==> config.mk <==
export PLATFORM = sky130hd
export DESIGN_NAME = prio_event_drain
export DESIGN_NICKNAME = d
export VERILOG_FILES = /design/src/rtl/prio_pkg.sv /design/src/rtl/prio_enc.sv /design/src/rtl/prio_event_drain.sv
export SDC_FILE = /design/constraint.sdc
export NUM_CORES = 1
export LEC_CHECK = 0
export CAP_MARGIN = 30
export CORE_MARGIN = 4
export CORE_UTILIZATION = 45
export DETAILED_ROUTE_END_ITERATION = 16
export PLACE_DENSITY = 0.77
export SETUP_SLACK_MARGIN = 0.2
export SYNTH_ARGS = -nofsm -noshare
export SYNTH_HDL_FRONTEND = slang
export SYNTH_SLANG_ARGS = --single-unit
==> constraint.sdc <==
create_clock -name clk -period 2.05 [get_ports clk]
set_clock_uncertainty 0.2 [all_clocks]
set_input_delay 0.3075 -clock clk [delete_from_list [all_inputs] [get_ports clk]]
set_output_delay 0.3075 -clock clk [all_outputs]
set_load 0.02 [all_outputs]
==> src/rtl/prio_pkg.sv <==
// Shared types and helpers for the priority event drain.
// clog2_min1 keeps index buses at least one bit wide for tiny encoders.
package prio_pkg;

  typedef enum logic {IDLE, PRESENT} drain_state_t;

  function automatic int clog2_min1(input int n);
    return (n <= 2) ? 1 : $clog2(n);
  endfunction

endpackage

==> src/rtl/prio_enc.sv <==
// Combinational priority encoder, zero latency, no flow control.
// MSB_FIRST picks the highest set index, otherwise the lowest.
module prio_enc
  import prio_pkg::*;
#(
  parameter int WIDTH     = 8,
  parameter int IDX_W     = clog2_min1(WIDTH),
  parameter bit MSB_FIRST = 1'b1
) (
  input  logic [WIDTH-1:0] in_vec,
  output logic [IDX_W-1:0] idx,
  output logic             any,
  output logic [WIDTH-1:0] onehot
);

  // The loop direction is chosen so the winning bit is the last one assigned.
  always_comb begin
    idx    = '0;
    onehot = '0;
    any    = |in_vec;
    if (MSB_FIRST) begin
      for (int i = 0; i < WIDTH; i++) begin
        if (in_vec[i]) begin
          idx       = IDX_W'(i);
          onehot    = '0;
          onehot[i] = 1'b1;
        end
      end
    end else begin
      for (int i = WIDTH - 1; i >= 0; i--) begin
        if (in_vec[i]) begin
          idx       = IDX_W'(i);
          onehot    = '0;
          onehot[i] = 1'b1;
        end
      end
    end
  end

endmodule

==> src/rtl/prio_event_drain.sv <==
// Accumulates event pulses and drains them as codes, 2 cycles evt_in to code_valid.
// code is held while code_ready=0; events on already-pending bits are counted as drops.
module prio_event_drain
  import prio_pkg::*;
#(
  parameter int WIDTH     = 8,
  parameter int IDX_W     = clog2_min1(WIDTH),
  parameter bit MSB_FIRST = 1'b1,
  parameter int CNT_W     = 8
) (
  input  logic             clk,
  input  logic             rst,
  input  logic [WIDTH-1:0] evt_in,
  input  logic             clear,
  input  logic             code_ready,
  output logic             code_valid,
  output logic [IDX_W-1:0] code,
  output logic [WIDTH-1:0] pending,
  output logic [CNT_W-1:0] drop_cnt
);

  drain_state_t     state_q, state_d;
  logic [WIDTH-1:0] pending_q, pending_d;
  logic [IDX_W-1:0] code_q, code_d;
  logic [CNT_W-1:0] drop_cnt_q, drop_cnt_d;
  logic [WIDTH-1:0] take_mask;
  logic [IDX_W-1:0] enc_idx;
  logic             enc_any;
  logic [WIDTH-1:0] enc_onehot;

  prio_enc #(
    .WIDTH    (WIDTH),
    .IDX_W    (IDX_W),
    .MSB_FIRST(MSB_FIRST)
  ) u_enc (
    .in_vec(pending_q),
    .idx   (enc_idx),
    .any   (enc_any),
    .onehot(enc_onehot)
  );

  always_comb begin
    state_d    = state_q;
    pending_d  = pending_q;
    code_d     = code_q;
    drop_cnt_d = drop_cnt_q;
    take_mask  = '0;
    if (clear) begin
      state_d   = IDLE;
      pending_d = '0;
      code_d    = '0;
    end else begin
      case (state_q)
        IDLE: begin
          if (enc_any) begin
            state_d   = PRESENT;
            code_d    = enc_idx;
            take_mask = enc_onehot;
          end
        end
        PRESENT: begin
          if (code_ready) begin
            if (enc_any) begin
              code_d    = enc_idx;
              take_mask = enc_onehot;
            end else begin
              state_d = IDLE;
            end
          end
        end
        default: state_d = IDLE;
      endcase
      // OR-ing evt_in last lets a new event re-arm the bit being taken.
      pending_d = (pending_q & ~take_mask) | evt_in;
      if ((|(evt_in & pending_q)) && (drop_cnt_q != '1)) begin
        drop_cnt_d = drop_cnt_q + CNT_W'(1);
      end
    end
  end

  always_ff @(posedge clk or posedge rst) begin
    if (rst) begin
      state_q    <= IDLE;
      pending_q  <= '0;
      code_q     <= '0;
      drop_cnt_q <= '0;
    end else begin
      state_q    <= state_d;
      pending_q  <= pending_d;
      code_q     <= code_d;
      drop_cnt_q <= drop_cnt_d;
    end
  end

  assign code_valid = (state_q == PRESENT);
  assign code       = code_q;
  assign pending    = pending_q;
  assign drop_cnt   = drop_cnt_q;

endmodule
==> results.cfg, run 1 <==
[route]
drcViolationCount = 0
mean_routed_wirelength_per_cell_um = 15.63
num_vias = 881
final_antenna_net_count = 0
m1WireLength_mm = 1.001
topmost_layer_with_routed_signal_wires = met4
detail_route.iter0.violations = 20
wl_met2_mm = 1.268
met3_wirelength_um = 171
vias_per_cell = 5.472
drt_pass1_iterations = 4
finalWirelength_mm = 2.516

[sta]
timing.setup.tns_ns = 0
finalHoldViolCount = 0
max_clock_freq_mhz = 550.8
setup_repair_after_global_routing_missed_its_margin = false
relSlewSlack = 0.7661
final_period_minus_worst_setup_slack_ns = 1.816
layout_worst_path_cycle_share = 0.8857
slew_viol_final = 0
measured_slew_at_the_worst_slew_check_pin_ns = 0.3483
finalSetupViolations = 0

[die]
design.core.area_um2 = 2042
floorplan.rows = 16
number_of_top_level_pins = 32
dieHeight_um = 55.11
design.die.area_um2 = 3037
die_x_um = 55.11
initial_utilization = 0.4890

[clock_network]
max-clock-path-buffers = 2
cts.sink_count = 20
cts_root_buf = sky130_fd_sc_hd__clkbuf_4
number_of_buffers_created_by_cts = 3
clk_pin_slew_ns = 0.12
insertion_delay_ns = 0.30
htree_num_levels = 1
cts_tree = built

[yosys]
syn_nets = 108
synth-edff-count = 0
synth_top_cells_by_count = sky130_fd_sc_hd__dfrtp_1, sky130_fd_sc_hd__nor2_1, sky130_fd_sc_hd__a21oi_1
synth_seq_cells = 20
yosys.area.top_type = sky130_fd_sc_hd__dfrtp_1
synthMostInstantiatedCell = sky130_fd_sc_hd__dfrtp_1
synth_sequential_area_ratio = 0.5013
synth_top_cells_by_area = sky130_fd_sc_hd__dfrtp_1, sky130_fd_sc_hd__xnor2_1, sky130_fd_sc_hd__a21oi_1
synth_top_flop_cell = sky130_fd_sc_hd__dfrtp_1
synth.yosys.warnings = 0
synthArstFlopShare = 1.000
synthDominantCellAreaShare = 0.5013
post_synth_instance_area_um2 = 998.5
synthesis.instances = 95
synthDistinctLibCells = 30
post_synth.cell_area_avg_um2 = 10.51

[setup_path]
ff2ff_path_depth = 5
crit_path_start = drop_cnt[0]
timing_worst_setup_path_type = flip-flop to flip-flop
reg2reg_slack_ns = 0.23
critical_path.endpoint_type = flip-flop
path_max_fanout = 5
cp.arrival_ns = 1.81
critical_path.reg2reg.startpoint = drop_cnt[0]
crit_required_ns = 2.04
reg2reg_to = drop_cnt[1]
critPathLaunchType = flip-flop
critical_path.endpoint = drop_cnt[1]

[power_and_ir_drop]
internal_power_uw = 803.2
netSwitchingFraction = 0.3711
powerDensity_nw_per_um2 = 913.0
static-leakage-power_uw = 0.0006347
p_switching_uw = 473.9
power.share.sequential = 0.452
clock_power_share = 0.181
worst_ir_drop_vdd_mv = 0.6795
combPwrFrac = 0.367

[cells_and_area]
post_route_cells_drive_above_1_share = 0.1567
final.fill_count = 170
postLayoutCellArea_um2 = 1399
insertedDiodeCount = 0
syn2layout_area_growth_pct = 40.10
finalNetCount = 148

[global_route]
largest_net_degree_at_the_start_of_global_routing = 21
first_global_vias = 871
grt.total_usage = 0.1838
antenna_found_initial = 0
grt_overflow = 0
grt_pass1_wl_mm = 3.884

[place]
place_hpwl_mm = 1.805
dpl_cell_area_um2 = 1361
gp_routability_congestion = 0.7299
buffer_ports.inserted = 31

[min_path]
hold_path_class = input port to asynchronous set/reset pin

[run]
number_of_max_cap_violations = 0

[run_status]
result_of_the_run = complete, no violations
final cells by class:
type	instances	area [um2]	share of cell area
flip-flops and latches	20	503.0	0.3596
multi-input cells	67	467.9	0.3345
repair buffers	36	331.6	0.2370
clock buffers	4	36.28	0.02594
well taps	27	33.78	0.02415
inverters	7	26.28	0.01878
critical path, cell delays in order, from the launching register on:
cell and delay, ns:
sky130_fd_sc_hd__dfrtp_1 0.44, sky130_fd_sc_hd__ha_1 0.23, sky130_fd_sc_hd__and3_4 0.17, sky130_fd_sc_hd__a31oi_4 0.26, sky130_fd_sc_hd__nand2_2 0.11, sky130_fd_sc_hd__mux2_4 0.31
state kept, by name (all words and copies together), names as in the netlist:
register and cells:
drop_cnt 8, code_valid 1, pending 8, code 3
routing by layer:
| metal | up-vias | GRT usage |
|---|---|---|
| met2 | 28 | 0.3071 |
| li1 | 415 | - |
| met5 | - | 0 |
| met4 | 0 | 0.1174 |
| met1 | 430 | 0.2162 |
| met3 | 8 | 0.03217 |
cells in the final DEF, fill, tap and decap left out, types with 2 or more instances in the layout:
cell                               n
sky130_fd_sc_hd__a21oi_1           9
sky130_fd_sc_hd__dfrtp_1          18
sky130_fd_sc_hd__clkdlybuf4s50_1  15
sky130_fd_sc_hd__nor3_1            2
sky130_fd_sc_hd__xnor2_1           7
sky130_fd_sc_hd__a22oi_1           4
sky130_fd_sc_hd__nand3_1           7
sky130_fd_sc_hd__nand2_1           2
sky130_fd_sc_hd__dfrtp_2           2
sky130_fd_sc_hd__nand2b_1          2
sky130_fd_sc_hd__inv_1             7
sky130_fd_sc_hd__and3_4            2
sky130_fd_sc_hd__dlygate4sd2_1    15
sky130_fd_sc_hd__o21ai_0           4
sky130_fd_sc_hd__a211oi_1          2
sky130_fd_sc_hd__buf_4             5
sky130_fd_sc_hd__nor2_1           10
sky130_fd_sc_hd__clkbuf_4          3
power by group through the flow:
stage | Sequential [uW] | Clock [uW] | Combinational [uW]
floorplan | 665 | 0 | 180
global placement | 579 | 0 | 495
detailed placement | 586 | 0 | 509
CTS | 577 | 231 | 473
global route | 590 | 250 | 506
finish | 577 | 231 | 469
worst min-delay path by stage:
stage	from	end	slack (ns)	cells after the start
5_1_grt	rst	drop_cnt[7]	0.14	3
2_1_floorplan	rst	code[0]	0.07	1
6_report	rst	code[1]	0.12	3
3_5_place_dp	drop_cnt[2]	drop_cnt[2]	0.32	1
4_1_cts	rst	drop_cnt[7]	0.13	3
3_3_place_gp	drop_cnt[6]	drop_cnt[6]	0.31	1
cells by family after synthesis:
family                     Yosys count  share of synthesized area
xor gates and xnor gates             7                    0.06140
DFF                                 20                     0.5013
and+or+nand+nor                     34                     0.2105
AOI/OAI and AO/OA                   24                     0.1692
muxes                                1                    0.01503
buffers and inverters                8                    0.03008
adders and majority gates            1                    0.01253
what timing repair did:
item	in CTS	in global routing
setup buffers	0	2
endpoints found under the hold margin	0	0
gates resized for setup	17	1
endpoints found under the setup margin	15	2
hold buffers	0	0
pin swaps	0	1
stage by stage:
step                      hold WS, ns  total power, uW  instances    util  setup slack, ns
after detailed placement       0.3248             1094        155  0.6667           0.1788
final                          0.1178             1277        161  0.6850           0.2343
after CTS                      0.1316             1281        159  0.6765           0.2009
after global placement         0.3130             1074        155  0.6667           0.1869
after global routing           0.1408             1346        161  0.6850           0.1953
after floorplan               0.07133            845.2         95       -           0.2498
Power figures use the tool's default switching activity.
==> run 2, diff against run 1 <==
Settings changed: CAP_MARGIN 30 to 10.
==> results of run 2 <==
Final layout, timing and power as in run 1 (identical DEF).
